--- config.mk ---
export PLATFORM = sky130hd
export DESIGN_NAME = reg_map_restorer
export DESIGN_NICKNAME = d
export VERILOG_FILES = /design/src/rtl/reg_map_restorer.sv
export SDC_FILE = /design/constraint.sdc
export NUM_CORES = 1
export LEC_CHECK = 0
export ABC_AREA = 1
export BUFFER_PORTS_ARGS = -buffer_cell sky130_fd_sc_hd__buf_4
export CORE_MARGIN = 5
export CORE_UTILIZATION = 40
export DETAILED_ROUTE_END_ITERATION = 10
export GPL_ROUTABILITY_DRIVEN = 0
export PLACE_DENSITY = 0.62
export SLEW_MARGIN = 30
export SYNTH_ARGS = -nofsm -noshare
export SYNTH_HDL_FRONTEND = slang
export SYNTH_SLANG_ARGS = --single-unit
export TNS_END_PERCENT = 50
--- constraint.sdc ---
create_clock -name clk -period 2.15 [get_ports clk]
set_input_delay 0.215 -clock clk [delete_from_list [all_inputs] [get_ports clk]]
set_output_delay 0.215 -clock clk [all_outputs]
set_load 0.02 [all_outputs]
--- src/rtl/reg_map_restorer.sv ---
// rtl/reg_map_restorer.sv - logical/physical register map with identity-restore sequencer
// Optional sticky drop flag port swap_dropped_err is enabled by REG_MAP_RESTORE_ERR_EN.
module reg_map_restorer (
  input  logic       clk,
  input  logic       reset,
  input  logic       swap_valid,
  input  logic [1:0] swap_a,
  input  logic [1:0] swap_b,
  input  logic [1:0] log_q,
  output logic [1:0] log_q_phys,
  input  logic [1:0] phys_q,
  output logic [1:0] phys_q_log,
  input  logic       restore_start,
  output logic       restore_busy,
  output logic       restore_done,
  output logic       rf_swap_valid,
  output logic [1:0] rf_swap_p0,
  output logic [1:0] rf_swap_p1,
  input  logic       rf_swap_ready
`ifdef REG_MAP_RESTORE_ERR_EN
  ,
  output logic       swap_dropped_err
`endif
);

  typedef enum logic [1:0] {IDLE, SCAN, ISSUE, DONE} state_t;

  state_t     state, state_next;
  logic [1:0] idx, idx_next;
  logic [1:0] map_t [4];
  logic [1:0] inv_t [4];
  logic       do_swap, do_fix, load_req;

  always_comb begin
    state_next = state;
    idx_next   = idx;
    do_swap    = 1'b0;
    do_fix     = 1'b0;
    load_req   = 1'b0;
    case (state)
      IDLE: begin
        do_swap = swap_valid && (swap_a != swap_b);
        if (restore_start) begin
          state_next = SCAN;
          idx_next   = 2'd0;
        end
      end
      SCAN: begin
        if (map_t[idx] == idx) begin
          if (idx == 2'd2) state_next = DONE;
          else             idx_next   = idx + 2'd1;
        end else begin
          state_next = ISSUE;
          load_req   = 1'b1;
        end
      end
      ISSUE: begin
        if (rf_swap_ready) begin
          do_fix = 1'b1;
          if (idx == 2'd2) begin
            state_next = DONE;
          end else begin
            state_next = SCAN;
            idx_next   = idx + 2'd1;
          end
        end
      end
      DONE:    state_next = IDLE;
      default: state_next = IDLE;
    endcase
  end

  always_ff @(posedge clk) begin
    if (!reset) begin
      state      <= IDLE;
      idx        <= 2'd0;
      rf_swap_p0 <= 2'd0;
      rf_swap_p1 <= 2'd0;
      for (int k = 0; k < 4; k++) begin
        map_t[k] <= 2'(k);
        inv_t[k] <= 2'(k);
      end
    end else begin
      state <= state_next;
      idx   <= idx_next;
      if (load_req) begin
        rf_swap_p0 <= idx;
        rf_swap_p1 <= map_t[idx];
      end
      if (do_swap) begin
        map_t[swap_a]        <= map_t[swap_b];
        map_t[swap_b]        <= map_t[swap_a];
        inv_t[map_t[swap_a]] <= swap_b;
        inv_t[map_t[swap_b]] <= swap_a;
      end
      // Exchange map entries i and inv[i]; i lands home, its old occupant moves over.
      if (do_fix) begin
        map_t[inv_t[idx]] <= map_t[idx];
        map_t[idx]        <= idx;
        inv_t[map_t[idx]] <= inv_t[idx];
        inv_t[idx]        <= idx;
      end
    end
  end

`ifdef REG_MAP_RESTORE_ERR_EN
  always_ff @(posedge clk) begin
    if (!reset)                            swap_dropped_err <= 1'b0;
    else if (swap_valid && state != IDLE)  swap_dropped_err <= 1'b1;
  end
`endif

  // Status outputs are masked while reset is held so they read 0 during reset too.
  assign restore_busy  = reset && (state != IDLE);
  assign restore_done  = reset && (state == DONE);
  assign rf_swap_valid = reset && (state == ISSUE);
  assign log_q_phys    = map_t[log_q];
  assign phys_q_log    = inv_t[phys_q];

endmodule
==> results.cfg <==
[grt]
grt_max_degree = 17
met1_usage = 0.2141
grt_use_met2 = 0.3005
grtUsageMet3 = 0.02820
antenna_found_initial = 0
grt.total_usage = 0.1685
grt.overflow.total = 0
grt_pass1_vias = 1843
busiest_layer = met2
grt_pass1_wl_mm = 8.694

[timing]
setup_viol = 0
hold_violations = 0
finalWorstSetupSlack_ps = 162.0
fmax_mhz = 503.0
finalSetupTns_ps = 0
tightest_slew_ps = 564.4
grt_setup_unrepaired = false
period_share = 0.9246
finClkSkew_ps = 3.903
slew_violations = 0
slew_headroom = 0.6197
min_period_ps = 1988

[clocking]
htreeDepth = 1
hold_buffers = 0
root_buffer = clkbuf_8
clk_latency_ps = 280
cts_tree = done
cts-buffers-inserted = 3
cts.path.max_buffers = 2
clock-sinks = 26
clk_pin_slew_worst_paths_ps = 100

[layout]
final_nets = 353
area_growth_pct = 16.61
multi_input_area_mm2 = 0.001202
diodes = 0
drive_gt1_frac = 0.1807
design_area_mm2 = 0.002434
seqCellArea_um2 = 681.9
final_common_cell = nand2_1
num-fill-cells = 545
mostFrequentLayoutCells = 83 x nand2_1, 39 x inv_1, 31 x buf_4

[floorplanning]
initial_core_util = 0.4112
dieArea_mm2 = 0.006762
die-width_um = 82.23
rows = 26
die_h_um = 82.23
pin_count = 24
core_area_mm2 = 0.005075

[power]
p_leak_uw = 0.001146
max-vdd-ir-drop_mv = 0.5521
power_density_mw_per_mm2 = 896.6

[critical_path]
start_kind = flip-flop
reg2reg_slack_ps = 160
worstSetupPathType = reg -> reg
cp.arrival_ps = 1960
path_common_cell = o21ai_0
crit_path_max_fanout = 16
slowest_delay_ps = 340
end_kind = flip-flop
path_cells = inv_1 -> ha_1 -> nand2_1 -> inv_2 -> nand2_4 -> inv_4 -> o211ai_1 -> o21ai_0 -> o21ai_0
required_ps = 2120
cp_slowest_cell = dfxtp_1

[drt]
drc = 0
dr.first_iter.drc_count = 121
vias = 2014
vias_per_cell = 5.010
final_antenna_net_count = 0
dr.pass1.iters = 4
wl_mm = 5.227
routedWlPerCell_um = 13.00

[synthesis]
synth_cell_type_count = 30
synth_cells = 304
dominantRegCellSynth = edfxtp_1
synth_top_family_by_area = simple AND/OR/NAND/NOR gates
synth-adder-area-share = 0.04197
synth-xor-area-share = 0.008393
synth_edf_count = 16
synth_nets = 324
synth_area_mm2 = 0.002087
synth-simple-area-share = 0.3543
async_reset_ff_frac = 0
ys_seq_area_frac = 0.3261
avgSynthCellArea_um2 = 6.865
synthMuxAreaShare = 0
synth_compound_area_frac = 0.1679
ys_seq_elements = 26
synth_warnings = 0

[min_path]
hp-class = in -> reg

[run_status]
status = finished, final reports clean

[place]
dpl.hpwl_mm = 4.231
place_area_mm2 = 0.002356
pre_cts_ws_ps = 81.72
port_buffers = 23

[run]
max_cap_violations = 0
[path summary, 6_finish.rpt]
kind / end / start / depth (start not counted)
worst max register to register: map_t[3][0]$_DFFE_PP_ / state[0]$_SDFFE_PN0P_ / 9
worst max-delay path: map_t[3][0]$_DFFE_PP_ / state[0]$_SDFFE_PN0P_ / 9
worst min-delay path: rf_swap_p0[0]$_SDFFE_PN0P_ / reset / 4
worst min register to register: rf_swap_p1[0]$_SDFFE_PN0P_ / rf_swap_p1[0]$_SDFFE_PN0P_ / 2
[layer usage]
| metal | vias to the layer above | wire length [um] |
|---|---|---|
| li1 | 1076 | - |
| met5 | - | 0 |
| met1 | 902 | 2413 |
| met2 | 32 | 2598 |
| met3 | 4 | 174 |
| met4 | 0 | 40 |
[logic make-up (layout without fill, tap and decap cells)]
kind of cell / count (synthesis) / after routing
simple gates: 157 / 157
compound gates: 63 / 63
buf+inv: 49 / 77
flops: 26 / 26
fa+ha+maj: 7 / 7
xor+xnor: 2 / 2
[where the power goes]
group / internal, uW / total (uW) / switching (uW)
Sequential: 648 / 734 / 85.6
Combinational: 404 / 1070 / 668
Clock: 203 / 376 / 173
Total: 1260 / 2180 / 927
[registers in the layout, summed over array words and instances (netlist names), named ones only]
register and count:
idx 2, inv_t 8, map_t 8, rf_swap_p0 2
rf_swap_p1 2, state 2
[area by class of cell]
type,instances,area share
clock buffers,4,0.02725
inverters,42,0.06684
multi-input cells,229,0.4941
flip-flops and latches,26,0.2802
well taps,70,0.03599
repair buffers,31,0.09563
[cell usage after synthesis (2+ instances only)]
cell type	n	share of area
ha_1	7	0.042
o21ai_1	8	0.019
o21ai_0	21	0.050
nor2_1	23	0.041
o22ai_1	6	0.018
a21oi_1	18	0.043
edfxtp_1	16	0.23
nand2_1	83	0.15
o211ai_1	7	0.025
dfxtp_1	10	0.096
nand3_2	10	0.048
nand4_1	7	0.021
buf_2	2	0.0048
buf_4	2	0.0072
inv_2	2	0.0036
nand2_2	5	0.015
buf_6	2	0.011
xnor2_1	2	0.0084
inv_1	39	0.070
nand3_1	24	0.058
[worst max-delay path, delay by kind of cell, from the launching register on]
family	cells	cell delay [ps]
compound gates	3	710
fa+ha+maj	1	210
buf+inv	3	180
flops	1	340
simple gates	2	240
[metrics by stage]
step | instances | hold WS (ps) | util | power (uW)
CTS | 402 | 396.0 | 0.4773 | 2192
detailed placement | 398 | 456.1 | 0.4643 | 1819
floorplan | 304 | 480.9 | - | 1491
global placement | 398 | 452.7 | 0.4643 | 1811
finish | 402 | 395.0 | 0.4795 | 2182
global route | 402 | 407.0 | 0.4795 | 2379
[repair_timing]
action | 4_1_cts | 5_1_grt
buffers inserted | 0 | 0
gates resized for setup | 0 | 4
endpoints found under the setup margin | 0 | 27
(Power assumes the default switching activity.)
